## src/rtl/wb_arbiter_pkg.sv

```systemverilog
// Shared definitions for the writeback arbiter slice.
//   ADDR_WIDTH_DEF / DATA_WIDTH_DEF : default register index / data widths
//   src_e                           : writeback source identifier
//   rr_other()                      : the source that is not the given one
package wb_arbiter_pkg;

    localparam int ADDR_WIDTH_DEF = 5;
    localparam int DATA_WIDTH_DEF = 32;

    typedef enum logic {
        SRC_EXU = 1'b0,
        SRC_LSU = 1'b1
    } src_e;

    function automatic src_e rr_other(input src_e src);
        return (src == SRC_EXU) ? SRC_LSU : SRC_EXU;
    endfunction

endpackage

```

## src/rtl/wb_arbiter_if.sv

```systemverilog
// Bus bundle between decode / execution units and the writeback arbiter.
//   issue_*  : decode marks a destination register pending
//   exu_*    : ALU result handshake
//   lsu_*    : load result handshake
//   rf_*     : register-file write port
//   busy     : per-register pending bitmap
// Modports: slave = arbiter side, master = core / testbench side.
interface wb_arbiter_if
    import wb_arbiter_pkg::*;
#(
    parameter int ADDR_WIDTH = ADDR_WIDTH_DEF,
    parameter int DATA_WIDTH = DATA_WIDTH_DEF
);

    logic                       issue_valid;
    logic [ADDR_WIDTH-1:0]      issue_rd;
    logic                       issue_ready;

    logic                       exu_valid;
    logic                       exu_ready;
    logic [ADDR_WIDTH-1:0]      exu_rd;
    logic [DATA_WIDTH-1:0]      exu_data;

    logic                       lsu_valid;
    logic                       lsu_ready;
    logic [ADDR_WIDTH-1:0]      lsu_rd;
    logic [DATA_WIDTH-1:0]      lsu_data;

    logic                       rf_we;
    logic [ADDR_WIDTH-1:0]      rf_wa;
    logic [DATA_WIDTH-1:0]      rf_wd;

    logic [(2**ADDR_WIDTH)-1:0] busy;

    modport slave (
        input  issue_valid, issue_rd,
        input  exu_valid, exu_rd, exu_data,
        input  lsu_valid, lsu_rd, lsu_data,
        output issue_ready, exu_ready, lsu_ready,
        output rf_we, rf_wa, rf_wd, busy
    );

    modport master (
        output issue_valid, issue_rd,
        output exu_valid, exu_rd, exu_data,
        output lsu_valid, lsu_rd, lsu_data,
        input  issue_ready, exu_ready, lsu_ready,
        input  rf_we, rf_wa, rf_wd, busy
    );

endinterface

```

## src/rtl/wb_arbiter_rr_arb.sv

```systemverilog
// Two-requestor round-robin arbiter with last-grant state.
//   clk, rst_n  : clock, async active-low reset
//   req_exu_i   : EXU requests
//   req_lsu_i   : LSU requests
//   gnt_exu_o   : EXU granted (combinational, never together with gnt_lsu_o)
//   gnt_lsu_o   : LSU granted
// Every grant is a transfer, so the last-grant flop follows any grant.
module wb_rr_arb
    import wb_arbiter_pkg::*;
(
    input  logic clk,
    input  logic rst_n,
    input  logic req_exu_i,
    input  logic req_lsu_i,
    output logic gnt_exu_o,
    output logic gnt_lsu_o
);

    src_e last_q;
    src_e last_d;

    always_comb begin
        gnt_exu_o = 1'b0;
        gnt_lsu_o = 1'b0;
        last_d    = last_q;
        // No grants while reset is held, even though last_q is already forced.
        if (rst_n) begin
            if (req_exu_i && req_lsu_i) begin
                if (rr_other(last_q) == SRC_EXU) begin
                    gnt_exu_o = 1'b1;
                end else begin
                    gnt_lsu_o = 1'b1;
                end
            end else if (req_exu_i) begin
                gnt_exu_o = 1'b1;
            end else if (req_lsu_i) begin
                gnt_lsu_o = 1'b1;
            end
        end
        if (gnt_exu_o) begin
            last_d = SRC_EXU;
        end else if (gnt_lsu_o) begin
            last_d = SRC_LSU;
        end
    end

    // Reset to LSU so the EXU wins the first contention.
    always_ff @(posedge clk or negedge rst_n) begin
        if (!rst_n) begin
            last_q <= SRC_LSU;
        end else begin
            last_q <= last_d;
        end
    end

endmodule

```

## src/rtl/wb_arbiter.sv

```systemverilog
// Writeback arbiter: merges EXU and LSU results onto one register-file
// write port and tracks pending destination registers.
//   clk, rst_n : clock, async active-low reset
//   bus        : wb_arbiter_if.slave (issue, exu, lsu handshakes, rf write
//                port, busy bitmap)
// One-cycle output stage: a transfer at posedge N writes during cycle N+1.
module wb_arbiter
    import wb_arbiter_pkg::*;
#(
    parameter int ADDR_WIDTH = ADDR_WIDTH_DEF,
    parameter int DATA_WIDTH = DATA_WIDTH_DEF
)(
    input  logic          clk,
    input  logic          rst_n,
    wb_arbiter_if.slave   bus
);

    localparam int NREGS = 2**ADDR_WIDTH;

    logic                  gnt_exu;
    logic                  gnt_lsu;
    logic                  xfer;
    logic [ADDR_WIDTH-1:0] sel_rd;
    logic [DATA_WIDTH-1:0] sel_data;
    logic                  issue_ready;
    logic                  issue_set;

    logic                  rf_we_q,   rf_we_d;
    logic [ADDR_WIDTH-1:0] rf_wa_q,   rf_wa_d;
    logic [DATA_WIDTH-1:0] rf_wd_q,   rf_wd_d;
    logic [NREGS-1:0]      busy_q,    busy_d;

    wb_rr_arb u_rr_arb (
        .clk       (clk),
        .rst_n     (rst_n),
        .req_exu_i (bus.exu_valid),
        .req_lsu_i (bus.lsu_valid),
        .gnt_exu_o (gnt_exu),
        .gnt_lsu_o (gnt_lsu)
    );

    // Grants are only raised for a valid requestor, so a grant is a transfer.
    assign xfer          = gnt_exu || gnt_lsu;
    assign bus.exu_ready = gnt_exu;
    assign bus.lsu_ready = gnt_lsu;

    // WAW stall: hold off a new writer of a register that is still pending.
    assign issue_ready     = rst_n && ((bus.issue_rd == '0) || !busy_q[bus.issue_rd]);
    assign issue_set       = bus.issue_valid && issue_ready && (bus.issue_rd != '0);
    assign bus.issue_ready = issue_ready;

    always_comb begin
        sel_rd   = gnt_lsu ? bus.lsu_rd   : bus.exu_rd;
        sel_data = gnt_lsu ? bus.lsu_data : bus.exu_data;
        // x0 results are accepted but never written.
        rf_we_d  = xfer && (sel_rd != '0);
        rf_wa_d  = xfer ? sel_rd   : rf_wa_q;
        rf_wd_d  = xfer ? sel_data : rf_wd_q;
    end

    // Clear first, then set, so a same-edge set of the written index wins.
    always_comb begin
        busy_d = busy_q;
        if (rf_we_q) begin
            busy_d[rf_wa_q] = 1'b0;
        end
        if (issue_set) begin
            busy_d[bus.issue_rd] = 1'b1;
        end
        busy_d[0] = 1'b0;
    end

    always_ff @(posedge clk or negedge rst_n) begin
        if (!rst_n) begin
            rf_we_q <= 1'b0;
            rf_wa_q <= '0;
            rf_wd_q <= '0;
            busy_q  <= '0;
        end else begin
            rf_we_q <= rf_we_d;
            rf_wa_q <= rf_wa_d;
            rf_wd_q <= rf_wd_d;
            busy_q  <= busy_d;
        end
    end

    assign bus.rf_we = rf_we_q;
    assign bus.rf_wa = rf_wa_q;
    assign bus.rf_wd = rf_wd_q;
    assign bus.busy  = busy_q;

endmodule

```

## src/flat_wrapper.sv

```systemverilog
// flat-port wrapper written by rule: the top's interface ports become plain ports
module wb_arbiter_flat import wb_arbiter_pkg::*;
#(
    parameter int ADDR_WIDTH = ADDR_WIDTH_DEF,
    parameter int DATA_WIDTH = DATA_WIDTH_DEF
)
  (clk, rst_n, bus_issue_valid, bus_issue_rd, bus_exu_valid, bus_exu_rd, bus_exu_data, bus_lsu_valid, bus_lsu_rd, bus_lsu_data, bus_issue_ready, bus_exu_ready, bus_lsu_ready, bus_rf_we, bus_rf_wa, bus_rf_wd, bus_busy);
  wb_arbiter_if #(.ADDR_WIDTH(ADDR_WIDTH), .DATA_WIDTH(DATA_WIDTH)) bus_i ();
  input  logic clk;
  input  logic rst_n;
  input wire logic [$bits(bus_i.issue_valid)-1:0] bus_issue_valid;
  input wire logic [$bits(bus_i.issue_rd)-1:0] bus_issue_rd;
  input wire logic [$bits(bus_i.exu_valid)-1:0] bus_exu_valid;
  input wire logic [$bits(bus_i.exu_rd)-1:0] bus_exu_rd;
  input wire logic [$bits(bus_i.exu_data)-1:0] bus_exu_data;
  input wire logic [$bits(bus_i.lsu_valid)-1:0] bus_lsu_valid;
  input wire logic [$bits(bus_i.lsu_rd)-1:0] bus_lsu_rd;
  input wire logic [$bits(bus_i.lsu_data)-1:0] bus_lsu_data;
  output wire logic [$bits(bus_i.issue_ready)-1:0] bus_issue_ready;
  output wire logic [$bits(bus_i.exu_ready)-1:0] bus_exu_ready;
  output wire logic [$bits(bus_i.lsu_ready)-1:0] bus_lsu_ready;
  output wire logic [$bits(bus_i.rf_we)-1:0] bus_rf_we;
  output wire logic [$bits(bus_i.rf_wa)-1:0] bus_rf_wa;
  output wire logic [$bits(bus_i.rf_wd)-1:0] bus_rf_wd;
  output wire logic [$bits(bus_i.busy)-1:0] bus_busy;
  assign bus_i.issue_valid = bus_issue_valid;
  assign bus_i.issue_rd = bus_issue_rd;
  assign bus_i.exu_valid = bus_exu_valid;
  assign bus_i.exu_rd = bus_exu_rd;
  assign bus_i.exu_data = bus_exu_data;
  assign bus_i.lsu_valid = bus_lsu_valid;
  assign bus_i.lsu_rd = bus_lsu_rd;
  assign bus_i.lsu_data = bus_lsu_data;
  assign bus_issue_ready = bus_i.issue_ready;
  assign bus_exu_ready = bus_i.exu_ready;
  assign bus_lsu_ready = bus_i.lsu_ready;
  assign bus_rf_we = bus_i.rf_we;
  assign bus_rf_wa = bus_i.rf_wa;
  assign bus_rf_wd = bus_i.rf_wd;
  assign bus_busy = bus_i.busy;
  wb_arbiter #(.ADDR_WIDTH(ADDR_WIDTH), .DATA_WIDTH(DATA_WIDTH)) u_core (.clk(clk), .rst_n(rst_n), .bus(bus_i));
endmodule
```

## config.mk

```make
export PLATFORM = sky130hd
export DESIGN_NAME = wb_arbiter_flat
export DESIGN_NICKNAME = d
export VERILOG_FILES = /design/src/rtl/wb_arbiter_pkg.sv /design/src/rtl/wb_arbiter_if.sv /design/src/rtl/wb_arbiter_rr_arb.sv /design/src/rtl/wb_arbiter.sv /design/src/flat_wrapper.sv
export SDC_FILE = /design/constraint.sdc
export NUM_CORES = 1
export LEC_CHECK = 0
export ABC_AREA = 0
export BUFFER_PORTS_ARGS = -buffer_cell sky130_fd_sc_hd__buf_2
export CELL_PAD_IN_SITES_DETAIL_PLACEMENT = 1
export CELL_PAD_IN_SITES_GLOBAL_PLACEMENT = 2
export CORE_ASPECT_RATIO = 0.75
export CORE_MARGIN = 4
export CORE_UTILIZATION = 27
export DETAILED_ROUTE_END_ITERATION = 7
export PLACE_DENSITY_LB_ADDON = 0.15
export SYNTH_ARGS = -nofsm -noshare
export SYNTH_HDL_FRONTEND = slang
export SYNTH_SLANG_ARGS = --single-unit
```

## constraint.sdc

```tcl
create_clock -name clk -period 2.9 [get_ports clk]
set_input_delay 0.58 -clock clk [delete_from_list [all_inputs] [get_ports clk]]
set_output_delay 0.58 -clock clk [all_outputs]
set_load 0.01 [all_outputs]
```

## Word level (Yosys, flattened, before mapping)

Index checks and enable logic that the tools add are counted.
Widths: inputs -> output; s select.

| cells by class | value |
|---|---|
| order comparisons | 4 |
| reduce and logical (&&, ||, !) cells | 14 |
| mux-type cells | 21 |
| bitwise logic cells | 3 |

Operator list:

| operator | count |
|---|---|
| $mux 32 | 3 |
| $and 32x32->32 | 1 |
| $not 32->32 | 1 |
| $or 32x32->32 | 1 |
| $mux 1 | 14 |
| $lt 5x6->1 const B | 2 |
| $demux 1 s5 | 2 |
| $ge 5x1->1 const B | 2 |
| $reduce_bool 5->1 | 2 |
| $logic_and 1x1->1 | 7 |
| $bmux 1 s5 | 1 |
| $logic_not 5->1 | 1 |
| $mux 5 | 1 |
| $logic_or 1x1->1 | 2 |
| $reduce_bool 2->1 | 1 |
| $logic_not 1->1 | 1 |

| word-level totals | value |
|---|---|
| register bits | 70 |
| input bits | 84 |
| output and inout bits | 73 |
| word-level logic and storage cells | 47 |

## Logic depth before layout (Yosys ltp)

| logic depth | value |
|---|---|
| word-level depth | 9 |
| depth in mapped cells | 6 |
| depth with buffers taken out | 4 |

## Modules after synthesis

A second synthesis with hierarchy kept.

| unflattened totals | value |
|---|---|
| cells, all modules | 352 |
| area, all modules | 3548.4 um2 |

Modules (own cells, without submodules):

| module | times used | area each (um2) | seq. area each (um2) | cells an instance |
|---|---|---|---|---|
| wb_arbiter | 1 | 3485.8 | 1726.7 | 344 |
| wb_rr_arb | 1 | 62.6 | 26.3 | 8 |

## Least setup slack after synthesis

OpenSTA, ideal clock, no wires.

| timing path | value |
|---|---|
| kind | input to output |
| from | in bus_issue_rd[0] |
| to | out bus_issue_ready |
| buffers on the path | 2 |
| slack | 0.335 ns |
| stages | 6 |
| data required time | 2.320 ns |
| arrival | 1.985 ns |
| cells stage by stage | buf_6 > clkbuf_8 > mux2_2 > a221oi_1 > o221ai_1 > nor3_1 |

| on the way | value |
|---|---|
| word-level cells in the longest chain between the ends | 5 |
| elaborated cells on any way between the ends | 6 |
| those cells by class | 2 x mux; 4 x reduce/logical |

Ends and longest elaborated chain:

| what | RTL line | source |
|---|---|---|
| from (decl) | flat_wrapper.sv:12 | `input wire logic [$bits(bus_i.issue_rd)-1:0] bus_issue_rd;` |
| $bmux 1 s5 | wb_arbiter.sv:48 | `assign issue_ready = rst_n && ((bus.issue_rd == '0) \|\| !busy_q[bus.issue_rd]);` |
| $mux 1 (not written as such) | wb_arbiter.sv:48 |  |
| $logic_not 1->1 | wb_arbiter.sv:48 |  |
| $logic_or 1x1->1 * | wb_arbiter.sv:48 |  |
| $logic_and 1x1->1 * | wb_arbiter.sv:48 |  |
| to (decl) | flat_wrapper.sv:19 | `output wire logic [$bits(bus_i.issue_ready)-1:0] bus_issue_ready;` |

Every way passes the cells marked *; elsewhere a longest branch is shown, timed or not. The select of a mux whose other input is x is not followed.

## Worst setup path after layout

Ends and elaborated chain as after synthesis.

==> flow_metrics.env <==
export IMPL_fin_crit_sh=0.963
export IMPL_viasPerCell=4.78
export IMPL_cts_htree_levels=3
export IMPL_clk_latency_ps=340
export IMPL_hold_buffers=0
export IMPL_cts_made_buffers=9
export IMPL_dieHeight_um=107
export IMPL_cts_tree="done"
export IMPL_fin_setup_tns_ps=0
export IMPL_synth_avg_cell_area_um2=10.1
export IMPL_wl_per_cell_um=17.4
export IMPL_finClkSkew_ps=8.91
export IMPL_p_per_area_nw_per_um2=754
export IMPL_hold_path_class="in -> async"
export IMPL_finalCoreUtilization=0.380
export IMPL_grt_pass1_wl_um=18700
export IMPL_syn_cell_area_um2=3510
export IMPL_path_class="in -> out"
export IMPL_drc=0
export IMPL_syn_nets=433
export IMPL_p_leak_nw=2.33
export IMPL_die_area_um2=14900
export IMPL_finalHoldViolCount=0
export IMPL_cts_resized=0
export IMPL_ant_nets=0
export IMPL_syn_inst=349
export IMPL_std_cell_rows=35
export IMPL_setup_violations=0
export IMPL_crit_arrival_ps=2210
export IMPL_ctsLongestPathBuffers=2
export IMPL_yosys_warnings=0
export IMPL_tightest_slew_ps=789
export IMPL_grt_overflow_total=0
export IMPL_port_buffers=155
export IMPL_drt_total_wl_um=11700
export IMPL_drive_above_1_share=0.378
export IMPL_power_total_mw=3.58
export IMPL_critPathRequiredTime_ps=2320
export IMPL_max_freq_mhz=358
export IMPL_coreArea_um2=12500
export IMPL_vias=3222
export IMPL_stdcell_count=674
export IMPL_placed_cells=658
export IMPL_maxSlewHeadroom=0.474
export IMPL_start_util=0.281
export IMPL_grt_pass1_vias=3471
export IMPL_path_clk_slew_ps=60
export IMPL_dieWidth_um=140
export IMPL_cp_start_kind="primary input"
export IMPL_min_period_ps=2790
export IMPL_outcome="finished, final reports clean"
export IMPL_ys_types=35
export IMPL_layout_nets=587
export IMPL_area_delta_synth_final_pct=35.1
export IMPL_slew_violations=0
export IMPL_drv_cap=0
export IMPL_antenna_found_initial=3
export IMPL_postSynthRegisterBits=70
export IMPL_ioPinCount=157
export IMPL_seq_area_frac_synth=0.499
export IMPL_grt_max_degree=61
export IMPL_cts_root_buf="clkbuf_16"
export IMPL_dp_hpwl_um=9000
export IMPL_rsz0062_at_grt="false"
export IMPL_cp_max_fo=14
export IMPL_drtPass1Iterations=4
export IMPL_ir_drop_mv=0.273
export IMPL_place_congestion=0.814
export IMPL_cts_sinks=70
export IMPL_grt_usage=0.159
export IMPL_diodes=0
export IMPL_drt_iter0_markers=66
export IMPL_cts_setup_buffers=0
export IMPL_hold_ws_ps=119
export IMPL_end_kind="primary output"
==> power by group <==
group	internal [mW]	switching, mW
clock network	0.689	0.429
registers	1.24	0.224
logic	0.449	0.545
==> layout make-up <==
type / count / area (um^2)
Fill cell: 1495 / 7740
Sequential cell: 70 / 1750
Multi-Input combinational cell: 253 / 1620
Timing Repair Buffer: 164 / 846
Clock buffer: 11 / 243
Tap cell: 166 / 208
Clock inverter: 5 / 58.8
Inverter: 5 / 18.8
==> per-layer routing <==
layer / vias to the layer above / global-route usage / share of wire
li1: 1558 / - / -
met1: 1509 / 0.204 / 0.45
met2: 125 / 0.247 / 0.44
met3: 24 / 0.0704 / 0.094
met4: 6 / 0.0373 / 0.013
met5: - / 0 / 0.0024
==> state kept, by name (all words and copies together) (netlist names) <==
name	cells
u_core.bus.rf_wd	32
u_core.bus.busy	31
u_core.bus.rf_wa	5
u_core.bus.rf_we	1
u_core.u_rr_arb.last_q	1
==> kinds of logic after synthesis <==
kind of cell | count (synthesis) | synth area share
AO/OA/AOI/OAI | 109 | 0.168
buffers and inverters | 26 | 0.0449
flip-flops | 70 | 0.499
multiplexers | 49 | 0.164
other | 1 | 0.00107
AND/OR/NAND/NOR | 94 | 0.124
==> worst max-delay path, stage by stage <==
cell and delay [ps]:
buf_2 300, mux2_2 380, a221oi_1 430, o221ai_1 170
nor3_1 170, buf_2 180
==> per-stage QoR <==
step / instance area, um^2 / setup WS (ps)
4_1_cts: 4740 / 91.2
2_1_floorplan: 3510 / 335
6_report: 4740 / 107
5_1_grt: 4740 / 23.9
3_5_place_dp: 4440 / 91.0
3_3_place_gp: 4440 / 94.6
==> layout by cell type (no fill, tap or decap), types with 2 or more instances in the layout <==
cell / synthesis / layout
buf_2: 0 / 154
o21ai_0: 99 / 98
dfrtp_1: 69 / 69
nand2_1: 56 / 56
mux2i_1: 39 / 39
buf_4: 1 / 10
clkbuf_16: 0 / 9
nor2_1: 8 / 8
nand3_1: 9 / 8
nand3b_1: 7 / 7
inv_1: 5 / 5
mux2_2: 5 / 5
mux4_1: 4 / 4
nor3_1: 4 / 4
nor3b_1: 2 / 2
a221oi_1: 2 / 2
or3b_2: 2 / 2
or3_1: 2 / 2
a21oi_1: 2 / 2
clkinvlp_4: 0 / 2
==> final timing paths <==
kind                                                  start                          endpoint  slack, ps  cells past startpoint
min reg2reg                u_core.bus.rf_wd[10]$_DFFE_PN0P_  u_core.bus.rf_wd[10]$_DFFE_PN0P_        480                      2
max                                         bus_issue_rd[0]                   bus_issue_ready        110                      6
min in group clk           u_core.bus.rf_wd[10]$_DFFE_PN0P_  u_core.bus.rf_wd[10]$_DFFE_PN0P_        480                      2
max in group asynchronous                             rst_n  u_core.bus.rf_wd[25]$_DFFE_PN0P_       1730                      2
min                                                   rst_n  u_core.bus.rf_wd[16]$_DFFE_PN0P_        120                      1
max reg2reg                   u_core.bus.busy[15]$_DFF_PN0_      u_core.bus.busy[1]$_DFF_PN0_        910                      5
==> synthesized netlist by cell type, drive strengths merged <==
| cell | count | area (um^2) |
|---|---|---|
| nand2b | 1 | 6.26 |
| bufbuf | 1 | 32.5 |
| dfrtp | 69 | 1730 |
| or3b | 3 | 26.3 |
| mux2 | 5 | 56.3 |
| or3 | 2 | 12.5 |
| conb | 1 | 3.75 |
| clkbuf | 14 | 72.6 |
| o221ai | 1 | 8.76 |
| nor3 | 4 | 20.0 |
| or4 | 1 | 7.51 |
| mux2i | 39 | 390 |
| a41oi | 1 | 27.5 |
| a31oi | 1 | 6.26 |
| nand3b | 7 | 52.6 |
| dfstp | 1 | 26.3 |
| a311oi | 1 | 8.76 |
| a221oi | 2 | 17.5 |
| nor4b | 1 | 8.76 |
| a21oi | 2 | 10.0 |
| nor2 | 8 | 30.0 |
| nor3b | 2 | 15.0 |
| nand2 | 56 | 210 |
| mux4 | 5 | 128 |
| buf | 6 | 33.8 |
| o21ai | 101 | 509 |
| inv | 5 | 18.8 |
| nand3 | 9 | 45.0 |
(Power assumes the default switching activity.)
